**config.mk**
```make
export PLATFORM = sky130hd
export DESIGN_NAME = bakraid_pcm_rom_ctrl
export DESIGN_NICKNAME = d
export VERILOG_FILES = /design/src/rtl/bakraid_pcm_rom_ctrl.sv
export SDC_FILE = /design/constraint.sdc
export NUM_CORES = 1
export LEC_CHECK = 0
export BUFFER_PORTS_ARGS = -buffer_cell sky130_fd_sc_hd__buf_2
export CORE_ASPECT_RATIO = 1.1
export CORE_UTILIZATION = 59
export CTS_CLUSTER_DIAMETER = 50
export CTS_CLUSTER_SIZE = 16
export DETAILED_ROUTE_END_ITERATION = 8
export PLACE_DENSITY = 0.88
export RECOVER_POWER = 100
export SETUP_SLACK_MARGIN = 0.05
export SLEW_MARGIN = 20
export SYNTH_ARGS = -nofsm -noshare
export SYNTH_HDL_FRONTEND = slang
export SYNTH_SLANG_ARGS = --single-unit
```
**constraint.sdc**
```tcl
create_clock -name CLK96 -period 5.26 [get_ports CLK96]
set_input_delay 0.263 -clock CLK96 [delete_from_list [all_inputs] [get_ports CLK96]]
set_output_delay 0.263 -clock CLK96 [all_outputs]
set_load 0.05 [all_outputs]
```
**src/rtl/bakraid_pcm_rom_ctrl.sv**
```systemverilog
`default_nettype none
// ============================================================================
// Module      : bakraid_pcm_rom_ctrl
// Description : Sequences YMZ280B sample-ROM byte reads onto three 4 MB SDRAM
//               PCM bank slots. Keeps one bank request open until that bank
//               answers, returns the byte with a single-cycle valid pulse, and
//               provides a 1-entry last-byte cache plus a stall timeout.
// Revision    : 1.0 - initial release
// ============================================================================
module bakraid_pcm_rom_ctrl #(
  parameter logic [15:0] TIMEOUT = 16'd4095
) (
  input  logic        CLK96,
  input  logic        RESET96,
  input  logic        YMZ_RD,
  input  logic [23:0] YMZ_ADDR,
  output logic [7:0]  YMZ_DOUT,
  output logic        YMZ_VALID,
  input  logic        CACHE_FLUSH,
  output logic        PCM_CS,
  output logic [21:0] PCM_ADDR,
  input  logic        PCM_OK,
  input  logic [7:0]  PCM_DOUT,
  output logic        PCM1_CS,
  output logic [21:0] PCM1_ADDR,
  input  logic        PCM1_OK,
  input  logic [7:0]  PCM1_DOUT,
  output logic        PCM2_CS,
  output logic [21:0] PCM2_ADDR,
  input  logic        PCM2_OK,
  input  logic [7:0]  PCM2_DOUT,
  output logic        BUSY,
  output logic        TMO_ERR
);

  typedef enum logic [1:0] {
    ST_IDLE = 2'd0,
    ST_WAIT = 2'd1,
    ST_ACK  = 2'd2
  } state_t;

  // Counter value of the last WAIT cycle before the fetch is abandoned
  localparam logic [15:0] LAST_COUNT = TIMEOUT - 16'd1;

  state_t      state, state_n;
  logic [2:0]  cs, cs_n;
  logic [21:0] addr0, addr0_n;
  logic [21:0] addr1, addr1_n;
  logic [21:0] addr2, addr2_n;
  logic [1:0]  bank, bank_n;
  logic [23:0] req_addr, req_addr_n;
  logic [15:0] count, count_n;
  logic [7:0]  dout, dout_n;
  logic        valid, valid_n;
  logic        tmo, tmo_n;
  logic        c_valid, c_valid_n;
  logic [23:0] c_tag, c_tag_n;
  logic [7:0]  c_data, c_data_n;
  logic        sel_ok;
  logic [7:0]  sel_dout;

  // Pick the handshake of the bank that owns the open request; others are ignored
  always_comb begin
    sel_ok   = 1'b0;
    sel_dout = 8'h00;
    case (bank)
      2'd0:    begin sel_ok = PCM_OK;  sel_dout = PCM_DOUT;  end
      2'd1:    begin sel_ok = PCM1_OK; sel_dout = PCM1_DOUT; end
      2'd2:    begin sel_ok = PCM2_OK; sel_dout = PCM2_DOUT; end
      default: begin sel_ok = 1'b0;    sel_dout = 8'h00;     end
    endcase
  end

  // Next-state and next-register values for the fetch sequencer
  always_comb begin
    state_n    = state;
    cs_n       = cs;
    addr0_n    = addr0;
    addr1_n    = addr1;
    addr2_n    = addr2;
    bank_n     = bank;
    req_addr_n = req_addr;
    count_n    = count;
    dout_n     = dout;
    valid_n    = 1'b0;
    tmo_n      = tmo;
    c_valid_n  = c_valid;
    c_tag_n    = c_tag;
    c_data_n   = c_data;

    case (state)
      ST_IDLE: begin
        if (YMZ_RD) begin
          req_addr_n = YMZ_ADDR;
          if (c_valid && (c_tag == YMZ_ADDR)) begin
            dout_n  = c_data;
            valid_n = 1'b1;
            state_n = ST_ACK;
          end else if (YMZ_ADDR[23:22] == 2'b11) begin
            // Beyond the three banks: answer zero without touching SDRAM
            dout_n  = 8'h00;
            valid_n = 1'b1;
            state_n = ST_ACK;
          end else begin
            bank_n  = YMZ_ADDR[23:22];
            count_n = 16'd0;
            state_n = ST_WAIT;
            case (YMZ_ADDR[23:22])
              2'd0:    begin cs_n = 3'b001; addr0_n = YMZ_ADDR[21:0]; end
              2'd1:    begin cs_n = 3'b010; addr1_n = YMZ_ADDR[21:0]; end
              2'd2:    begin cs_n = 3'b100; addr2_n = YMZ_ADDR[21:0]; end
              default: begin cs_n = 3'b000; end
            endcase
          end
        end
      end

      ST_WAIT: begin
        if (count != 16'hFFFF) begin
          count_n = count + 16'd1;
        end
        // An OK seen in the first WAIT cycle may belong to the previous address
        if ((count != 16'd0) && sel_ok) begin
          dout_n    = sel_dout;
          c_tag_n   = req_addr;
          c_data_n  = sel_dout;
          c_valid_n = 1'b1;
          cs_n      = 3'b000;
          valid_n   = YMZ_RD;
          state_n   = ST_ACK;
        end else if (count == LAST_COUNT) begin
          dout_n  = 8'h00;
          tmo_n   = 1'b1;
          cs_n    = 3'b000;
          valid_n = YMZ_RD;
          state_n = ST_ACK;
        end
      end

      ST_ACK: begin
        state_n = ST_IDLE;
      end

      default: begin
        state_n = ST_IDLE;
        cs_n    = 3'b000;
      end
    endcase

    // A flush overrides any fill landing on the same edge
    if (CACHE_FLUSH) begin
      c_valid_n = 1'b0;
    end
  end

  // Register all sequencer state; reset abandons any fetch in flight
  always_ff @(posedge CLK96) begin
    if (RESET96) begin
      state    <= ST_IDLE;
      cs       <= 3'b000;
      addr0    <= 22'd0;
      addr1    <= 22'd0;
      addr2    <= 22'd0;
      bank     <= 2'd0;
      req_addr <= 24'd0;
      count    <= 16'd0;
      dout     <= 8'h00;
      valid    <= 1'b0;
      tmo      <= 1'b0;
      c_valid  <= 1'b0;
      c_tag    <= 24'd0;
      c_data   <= 8'h00;
    end else begin
      state    <= state_n;
      cs       <= cs_n;
      addr0    <= addr0_n;
      addr1    <= addr1_n;
      addr2    <= addr2_n;
      bank     <= bank_n;
      req_addr <= req_addr_n;
      count    <= count_n;
      dout     <= dout_n;
      valid    <= valid_n;
      tmo      <= tmo_n;
      c_valid  <= c_valid_n;
      c_tag    <= c_tag_n;
      c_data   <= c_data_n;
    end
  end

  assign PCM_CS    = cs[0];
  assign PCM1_CS   = cs[1];
  assign PCM2_CS   = cs[2];
  assign PCM_ADDR  = addr0;
  assign PCM1_ADDR = addr1;
  assign PCM2_ADDR = addr2;
  assign YMZ_DOUT  = dout;
  assign YMZ_VALID = valid;
  assign TMO_ERR   = tmo;
  assign BUSY      = (state != ST_IDLE);

endmodule
`default_nettype wire

```
==> flow_summary_export.csv, run 1 <==
group,metric,value,unit
cells_and_area,antenna_cells,0,
detailed_routing,drc_errors,0,
cts,clock_latency,0.43,ns
worst_setup_path,cpLargestDelayFamily,"simple AND/OR/NAND/NOR gates",
worst_setup_path,reg2regPathDepth,5,
cts,ctsResizeCount,0,
detailed_routing,drt-initial-drc-count,487,
worst_setup_path,path_buf_inv,1,
cells_and_area,regArea,0.00312,mm²
cells_and_area,final_common_cell,"nand2_1",
cts,post_cts_buffers,0,
synth,synth_cells,769,
floorplan,io_pins,135,
grt,grt_start_max_net_pins,89,
pwr,p_seq_share,45.6,%
grt,grt_pass1_wl,26300,µm
floorplan,fp.coreArea,0.0110,mm²
sta,timing.final.crit_share,72.2,%
synth,synth-edff-count,0,
detailed_routing,wirelength,16800,µm
floorplan,num_rows,40,
pwr,combPwrFrac,11.4,%
cts,htree_levels,4,
sta,tightest_slew,1.87,ns
sta,timing.hold.ws,0.0312,ns
cts,clkSinkCount,156,
pwr,power-per-cell-area,356,mW/mm²
cts,ctsHoldBuffers,0,
pwr,power.switching,0.773,mW
worst_hold_path,worstHoldPathType,"in -> reg",
cells_and_area,stdcell_count,1038,
cells_and_area,nFillCells,834,
run_status,status,"finished, violations left",
synth,netlist.area_leader.share,46.9,%
detailed_routing,viasPerCell,5.71,
sta,finalMaxSlewViolations,33,
sta,finalHoldViolCount,0,
pwr,internal_power,1.98,mW
sta,grt_setup_unrepaired,"false",
synth,ys_ff_latch,156,
cells_and_area,multiInputGateArea,0.00320,mm²
synth,yosysSeqAreaShare,46.9,%
synth,synth.distinct_cells,56,
cells_and_area,syn2layout_area_growth,16.1,%
worst_setup_path,start_kind,"flip-flop",
synth,yosys.area.top_type,"dfxtp_1",
cts,cts_buffers,17,
pwr,leakage,3.09,nW
synth,synthTopCellsByArea,"dfxtp_1, nand2_1, mux2i_1",
detailed_routing,drt_pass1_iterations,5,
detailed_routing,drtAntennaViolNets,0,
detailed_routing,route.vias.total,5929,
worst_hold_path,hold-path-cell-count,2,
cells_and_area,final_cell_mix,"nand2_1, dfxtp_1, clkbuf_1, mux2i_1, a21oi_1",
synth,syn_area,0.00666,mm²
sta,max_freq,0.263,GHz
synth,yosysWarnings,0,
grt,grt-ovfl-total,0,
floorplan,die_w,103,µm
grt,grt_pass1_vias,5474,
synth,syn_area_per_cell,8.66,µm²
sta,fin_worst_skew,0.0111,ns
placed_design,dp_hpwl,10700,µm
worst_setup_path,path_class,"reg -> reg",
pwr,ir_worst_vdd,0.000195,V
cells_and_area,fin_nets,936,
cts,clk_pin_slew_worst_paths,0.06,ns
worst_setup_path,cp-end-kind,"flip-flop",
cells_and_area,fin_util,70.6,%
run,cap_violations,2,
pwr,clock_power_share,43.1,%
worst_setup_path,path_depth,5,
sta,setup_viol,0,
pwr,sw_frac_of_total,28.1,%
placed_design,place_inst,1006,
floorplan,die_area,0.0117,mm²
sta,min_period,3.80,ns
worst_setup_path,arrival,4.15,ns
floorplan,die_h,113,µm
cts,cts_max_path_buffers,2,
sta,slew_headroom,-25.5,%
floorplan,start_util,60.8,%
run_status,violations,"max-capacitance violations, max-slew violations",
cells_and_area,final_layout_size_suffix_gt1_share,11.3,%
worst_setup_path,critical_path.max_fanout,19,
worst_setup_path,cp_slowest_stage_delay,1.51,ns
synth,syn-num-nets,827,
grt,grt_use_total,29.1,%
cts,cts_tree,"done",
worst_setup_path,crit_required,5.61,ns
detailed_routing,wl_per_cell,16.2,µm
synth,ys.flop_type,"dfxtp_1",
placed_design,io_buffers,134,
pwr,power,2.75,mW
worst_setup_path,cpMaxStageDelayCell,"nor3_1",
worst_setup_path,path_cells,"nand2b_1 > nor3_1 > clkbuf_1 > nand2_1 > a31oi_1",
cts,root_buffer,"clkbuf_16",
synth,synthArstFlopShare,0,%
grt,antenna_found_initial,1,
placed_design,place_congestion,0.916,
sta,tns,0,ns
## cell usage after synthesis, types with 5 or more instances
master	number
clkbuf_1	35
nand2b_1	5
nor2_1	25
mux2i_1	75
o21ai_0	17
a31oi_1	11
buf_6	7
nand4_1	5
dfxtp_1	156
nand2_1	225
o41ai_1	8
nor4_1	8
nand3_1	10
nor3_1	7
a21oi_1	71
or3_1	8
buf_2	6
xor2_1	18
inv_1	7
## metrics by stage
step	area, µm²	setup slack (ns)
2_1_floorplan	6660	3.10
3_3_place_gp	7320	2.13
3_5_place_dp	7320	2.09
4_1_cts	7890	2.10
5_1_grt	7730	1.16
6_report	7730	1.46
## flip-flops by register name, summed over array words and instances (netlist names)
signal	cells
c_tag	24
c_valid	1
PCM2_ADDR	22
req_addr	24
TMO_ERR	1
c_data	8
cs	3
PCM1_ADDR	22
YMZ_VALID	1
PCM_ADDR	22
YMZ_DOUT	8
state	2
bank	2
count	16
## worst paths after layout
path	start	endpoint	slack, ns
worst max-delay path	state[0]	YMZ_DOUT[4]	1.46
worst min-delay path	CACHE_FLUSH	c_valid	0.03
worst max register to register	state[0]	YMZ_DOUT[4]	1.46
worst min register to register	req_addr[14]	req_addr[14]	0.45
## cell type report
| class | instances | area share [%] |
|---|---|---|
| clock inverters | 14 | 1.68 |
| inverters | 8 | 0.388 |
| multi-input cells | 552 | 41.4 |
| well taps | 147 | 2.38 |
| flip-flops and latches | 156 | 40.4 |
| clock buffers | 18 | 5.68 |
| repair buffers | 143 | 8.06 |
## routing by layer
metal / global-route usage (%) / part of all wire (%)
met1: 37.1 / 42
met2: 48.0 / 47
met3: 6.07 / 7.9
met4: 11.5 / 2.6
met5: 0 / 0.059
## power groups by stage
stage	sequential [mW]	clock, mW	combinational, mW
final	1.25	1.19	0.312
after CTS	1.25	1.19	0.322
after floorplan	1.35	0	0.159
after detailed placement	1.28	0	0.318
after global placement	1.28	0	0.314
after global routing	1.26	1.24	0.336
## worst register-to-register path, stage by stage (launching register included)
cell	delay [ns]
dfxtp_1	0.62
nand2b_1	0.43
nor3_1	1.51
clkbuf_1	0.77
nand2_1	0.19
a31oi_1	0.20
## cells by family after synthesis
family / after synthesis / share of synthesized area (%)
adder cells (fa/ha/maj): 3 / 0.564
buffers and inverters: 61 / 4.57
flip-flops: 156 / 46.9
XOR/XNOR: 19 / 2.50
AND/OR/NAND/NOR: 322 / 21.9
multiplexers: 78 / 11.8
AO/OA/AOI/OAI: 130 / 11.8
No activity file was read; power rests on OpenSTA's default activity.
==> run 2: changes to the inputs <==
- CORE_UTILIZATION: 59 -> 49
- PLACE_DENSITY: 0.88 -> 0.78
- clock period: 5.26 -> 3.2 ns (I/O delays scaled with it)
==> flow_summary_export.csv, run 2 (same netlist as run 1, synthesis figures left out) <==
group,metric,value,unit
cells_and_area,antenna_cells,0,
pwr,leakage,3.14,nW
worst_setup_path,arrival,3.07,ns
floorplan,die_area,0.0141,mm²
cts,clk_pin_slew_worst_paths,0.06,ns
detailed_routing,drtAntennaViolNets,0,
detailed_routing,route.vias.total,5766,
grt,gr-usage-met3,5.30,%
detailed_routing,drc_errors,0,
worst_setup_path,r2r_start,"state[1]",
cells_and_area,final_cell_area,0.00788,mm²
detailed_routing,drt_pass1_iterations,7,
cts,htree_levels,4,
sta,slew_headroom,33.1,%
sta,tns,0,ns
pwr,clock_power_share,43.8,%
sta,max_freq,0.360,GHz
pwr,combPwrFrac,11.5,%
worst_setup_path,start_kind,"input port",
cts,clkSinkCount,156,
grt,grt_use_total,23.6,%
detailed_routing,wl_per_cell,14.9,µm
sta,fin_worst_skew,0.00541,ns
cts,cts_tree,"done",
run_status,status,"completed",
sta,tightest_slew,0.995,ns
sta,timing.final.crit_share,86.8,%
cts,root_buffer,"clkbuf_16",
placed_design,dp_hpwl,10800,µm
sta,timing.hold.ws,0.0175,ns
sta,setup_viol,0,
grt,grt-ovfl-total,0,
floorplan,die_w,113,µm
detailed_routing,viasPerCell,5.43,
worst_setup_path,cp-end-kind,"flip-flop",
placed_design,place_area,0.00739,mm²
worst_setup_path,path_class,"in -> reg",
cells_and_area,final_cell_mix,"nand2_1, dfxtp_1, clkbuf_1, mux2i_1, a21oi_1",
floorplan,fp.coreArea,0.0132,mm²
grt,grt_pass1_wl,26400,µm
pwr,p_seq_share,44.7,%
floorplan,num_rows,44,
placed_design,io_buffers,134,
placed_design,place_congestion,0.795,
cts,cts_buffers,17,
cells_and_area,syn2layout_area_growth,18.3,%
grt,grt_pass1_vias,5501,
cells_and_area,final_layout_size_suffix_gt1_share,11.8,%
sta,finalMaxSlewViolations,0,
pwr,power,4.59,mW
pwr,ir_worst_vdd,0.000348,V
grt,top_usage_layer,"met2",
placed_design,place_inst,1026,
detailed_routing,wirelength,15800,µm
cells_and_area,fin_nets,946,
worst_setup_path,critical_path.max_fanout,9,
floorplan,start_util,50.4,%
worst_setup_path,cp-startpoint,"YMZ_ADDR[20]",
floorplan,die_h,124,µm
grt,use_met1,30.3,%
worst_hold_path,worstHoldPathType,"in -> reg",
cts,cts_max_path_buffers,2,
worst_hold_path,min_from,"YMZ_ADDR[15]",
cells_and_area,reg_top3,"c_tag (24), req_addr (24)",
cells_and_area,final_common_cell,"nand2_1",
sta,grt_setup_unrepaired,"false",
cells_and_area,fin_util,59.6,%
run,cap_violations,0,
grt,grt_start_max_net_pins,85,
cells_and_area,stdcell_count,1062,
worst_setup_path,crit_required,3.49,ns
pwr,power.switching,1.19,mW
sta,finalHoldViolCount,0,
pwr,sw_frac_of_total,25.9,%
grt,antenna_found_initial,0,
detailed_routing,drt-initial-drc-count,460,
floorplan,io_pins,135,
sta,worst_slack,0.422,ns
placed_design,place_ws,0.540,ns
sta,min_period,2.78,ns
cts,clock_latency,0.42,ns
pwr,internal_power,3.40,mW
pwr,power-per-cell-area,582,mW/mm²
grt,met2_usage,39.0,%
run 2: cell types whose count changed in the layout (fill, tap and decap cells not counted), sizes merged:
| cell | change |
|---|---|
| bufinv | +2 |
| inv | -7 |
| clkinv | +3 |
| dlygate4sd3 | +4 |
| buf | +1 |
| clkbuf | +8 |
| clkinvlp | -1 |
run 2: power groups by stage:
stage / Clock [mW] / Combinational (mW) / Sequential [mW]
final: 2.01 / 0.528 / 2.05
after global routing: 2.13 / 0.571 / 2.06
after CTS: 2.04 / 0.546 / 2.05
after detailed placement: 0 / 0.540 / 2.09
after global placement: 0 / 0.533 / 2.09
after floorplan: 0 / 0.262 / 2.22
run 2: path summary, 6_finish.rpt:
kind	to	slack, ns	depth (start not counted)
hold reg to reg	c_tag[12]	0.45	2
setup / recovery	YMZ_DOUT[0]	0.42	8
setup reg to reg	PCM1_ADDR[7]	0.44	6
hold / removal	req_addr[15]	0.02	3
run 2: final cells by class:
class | instances | area (µm²)
sequential | 156 | 3120
clock inverter | 11 | 144
inverter | 8 | 30.0
timing repair buffer | 153 | 708
fill | 1211 | 5330
clock buffer | 21 | 450
tap | 161 | 201
multi-input combinational | 552 | 3220
run 2: repair_timing:
action,4_1_cts,5_1_grt
hold endpoints to repair,4,0
resized for setup,0,0
setup buffers,0,0
hold buffers,4,0
run 2: metal layers:
metal,wire length (µm),vias up
met2,7330,192
met1,7190,2668
li1,-,2884
met5,0,-
met3,1020,22
met4,262,0
run 2: worst max-delay path, cell delays in order:
cell and delay (ns):
dlygate4sd3_1 0.53, clkbuf_1 0.15, xor2_1 0.19, nor4_1 0.34, nand3_1 0.34, nor4_2 0.84, or3_1 0.39, a31oi_1 0.12
==> run 3: changes to the inputs <==
- ABC_AREA: unset -> 1
- CORE_UTILIZATION: 49 -> 50
- PLACE_DENSITY: 0.78 -> 0.74
==> flow_summary_export.csv, run 3 <==
group,metric,value,unit
grt,grt_pass1_vias,6144,
detailed_routing,viasPerCell,5.35,
sta,finalHoldViolCount,0,
grt,grt-ovfl-total,0,
sta,grt_setup_unrepaired,"false",
worst_setup_path,crit_top_cell,"nand2_1",
worst_setup_path,crit_end,"bank[1]",
floorplan,die_area,0.0141,mm²
cts,htree_levels,4,
worst_setup_path,cp-end-kind,"flip-flop",
cells_and_area,reg_top3,"c_tag (24), req_addr (24)",
synth,synthArstFlopShare,0,%
synth,synth_common_cells,"nand2_1, dfxtp_1, a21oi_1",
worst_setup_path,r2r_slack,0.67,ns
sta,min_period,2.53,ns
cells_and_area,final_cell_mix,"nand2_1, dfxtp_1, a21oi_1, nand3_1, nor2_1",
cts,cts_buffers,17,
run_status,status,"finished, violations left",
detailed_routing,drt_pass1_iterations,5,
synth,synth_cells,950,
worst_setup_path,cpLargestDelayFamily,"simple AND/OR/NAND/NOR gates",
pwr,power,4.96,mW
detailed_routing,wirelength,18200,µm
cells_and_area,final_common_cell,"nand2_1",
worst_setup_path,r2r_start,"c_tag[11]",
run,cap_violations,1,
floorplan,io_pins,135,
pwr,ir_worst_vdd,0.000393,V
synth,ys_ff_latch,156,
cts,cts_max_path_buffers,2,
placed_design,place_congestion,0.884,
synth,syn_area_per_cell,7.16,µm²
sta,tns,0,ns
worst_setup_path,crit_required,3.53,ns
worst_setup_path,path_cells,"inv_1 > o21ai_0 > nor2_1 > nand2_1 > nor2_1 > nand3_2 > nand2_1 > nor2_8 > nand2_1 > a21oi_1",
cts,clk_pin_slew_worst_paths,0.06,ns
cts,root_buffer,"clkbuf_16",
worst_setup_path,cp_slowest_stage_delay,0.64,ns
worst_setup_path,path_buf_inv,1,
placed_design,dp_hpwl,12100,µm
worst_setup_path,start_kind,"flip-flop",
placed_design,place_area,0.00743,mm²
floorplan,num_rows,44,
detailed_routing,drt-initial-drc-count,576,
pwr,power-per-cell-area,632,mW/mm²
synth,yosysSeqAreaShare,45.9,%
cells_and_area,nFillCells,1318,
floorplan,die_h,124,µm
grt,antenna_found_initial,0,
synth,yosys.area.top_type,"dfxtp_1",
floorplan,die_w,113,µm
synth,syn_area,0.00680,mm²
pwr,leakage,3.22,nW
worst_setup_path,reg2regPathDepth,10,
worst_setup_path,critical_path.max_fanout,32,
cells_and_area,antenna_cells,0,
placed_design,io_buffers,134,
cts,clock_latency,0.43,ns
detailed_routing,route.vias.total,6581,
sta,setup_viol,0,
sta,tightest_slew,1.63,ns
detailed_routing,wl_per_cell,14.8,µm
worst_setup_path,path_depth,10,
worst_setup_path,cp-startpoint,"c_tag[11]",
worst_setup_path,path_class,"reg -> reg",
synth,netlist.area_leader.share,45.9,%
sta,slew_headroom,-8.67,%
cells_and_area,final_cell_area,0.00784,mm²
cts,clkSinkCount,156,
synth,yosysMostFrequentCell,"nand2_1",
worst_setup_path,rr_endpoint,"bank[1]",
synth,synth.distinct_cells,34,
detailed_routing,drtAntennaViolNets,0,
sta,max_freq,0.396,GHz
sta,finalMaxSlewViolations,42,
grt,grt_pass1_wl,30200,µm
synth,yosysWarnings,0,
cells_and_area,syn2layout_area_growth,15.3,%
synth,synth-edff-count,0,
grt,grt_start_max_net_pins,83,
floorplan,fp.coreArea,0.0132,mm²
sta,timing.final.crit_share,79.0,%
synth,ys.flop_type,"dfxtp_1",
worst_setup_path,arrival,2.86,ns
synth,synthTopCellsByArea,"dfxtp_1, nand2_1, a21oi_1",
floorplan,start_util,51.5,%
worst_hold_path,worstHoldPathType,"in -> reg",
cells_and_area,final_layout_size_suffix_gt1_share,10.2,%
worst_setup_path,cpMaxStageDelayCell,"nand2_1",
cells_and_area,fin_nets,1115,
cts,cts_tree,"done",
grt,grt_use_total,27.2,%
cts,post_cts_buffers,0,
detailed_routing,drc_errors,0,
sta,fin_worst_skew,0.00933,ns
run_status,violations,"max-capacitance violations, max-slew violations",
synth,syn-num-nets,1008,
[run 3: cell types whose count changed in the layout (fill, tap and decap cells not counted), sizes merged, moves of 11 or more]
cell and delta:
a21oi +64, xor2 -14, nor2 +71, o21ai +41, mux2i -75, nor4 -11, nand3 +93, a31oi -11
inv +65, nand2 +19
[run 3: worst register-to-register path, cell delays in order, from the launching register on]
cell and delay [ns]:
dfxtp_1 0.33, inv_1 0.05, o21ai_0 0.17, nor2_1 0.07, nand2_1 0.06, nor2_1 0.06, nand3_2 0.10, nand2_1 0.14
nor2_8 0.38, nand2_1 0.65, a21oi_1 0.41
[run 3: cells by family (layout without fill, tap and decap cells)]
| logic type | Yosys count | in the layout | share of synthesized area (%) |
|---|---|---|---|
| xor+xnor | 7 | 7 | 0.902 |
| buf+inv | 126 | 244 | 8.43 |
| flops | 156 | 156 | 45.9 |
| fa+ha+maj | 3 | 3 | 0.552 |
| compound gates | 198 | 198 | 14.7 |
| simple gates | 460 | 460 | 29.5 |
[run 3: what timing repair did]
item / CTS / global route
endpoints found under the setup margin: 0 / 0
hold buffers: 1 / 0
hold endpoints to repair: 1 / 0
resized for setup: 0 / 0
[run 3: area by class of cell]
cell class | instances | area (µm²) | share of cell area, %
Sequential cell | 156 | 3120 | 39.8
Timing Repair Buffer | 142 | 642 | 8.19
Inverter | 72 | 270 | 3.45
Clock inverter | 10 | 95.1 | 1.21
Multi-Input combinational cell | 668 | 3060 | 39.1
Clock buffer | 20 | 447 | 5.70
Tap cell | 161 | 201 | 2.57
[run 3: per-layer routing]
| metal | vias to the layer above | track usage [%] | routed length, µm |
|---|---|---|---|
| met5 | - | 0 | 0 |
| li1 | 3300 | - | - |
| met3 | 43 | 6.52 | 1090 |
| met1 | 3035 | 33.5 | 7670 |
| met2 | 203 | 45.4 | 8950 |
| met4 | 0 | 10.9 | 508 |
[run 3: metrics by stage]
step | hold WS [ns] | utilization, % | setup slack (ns) | std cells
detailed placement | 0.331 | 56.3 | 0.794 | 1198
CTS | 0.0343 | 60.4 | 1.00 | 1229
global route | 0.0448 | 59.3 | 0.394 | 1229
floorplan | 0.238 | - | 1.49 | 950
global placement | 0.324 | 56.3 | 0.784 | 1198
finish | 0.0444 | 59.3 | 0.673 | 1229
[run 3: power by group]
group	switching [mW]	internal [mW]	total (mW)
Sequential	0.0843	2.09	2.17
Combinational	0.679	0.231	0.909
Clock	0.799	1.08	1.88
[run 3: worst min-delay path by stage]
| stage | from | end | slack [ns] | cells past startpoint |
|---|---|---|---|---|
| global placement | CACHE_FLUSH | c_valid | 0.32 | 2 |
| global route | YMZ_ADDR[1] | req_addr[1] | 0.04 | 3 |
| finish | YMZ_ADDR[1] | req_addr[1] | 0.04 | 3 |
| CTS | YMZ_ADDR[1] | req_addr[1] | 0.03 | 3 |
| floorplan | CACHE_FLUSH | c_valid | 0.24 | 1 |
| detailed placement | CACHE_FLUSH | c_valid | 0.33 | 2 |
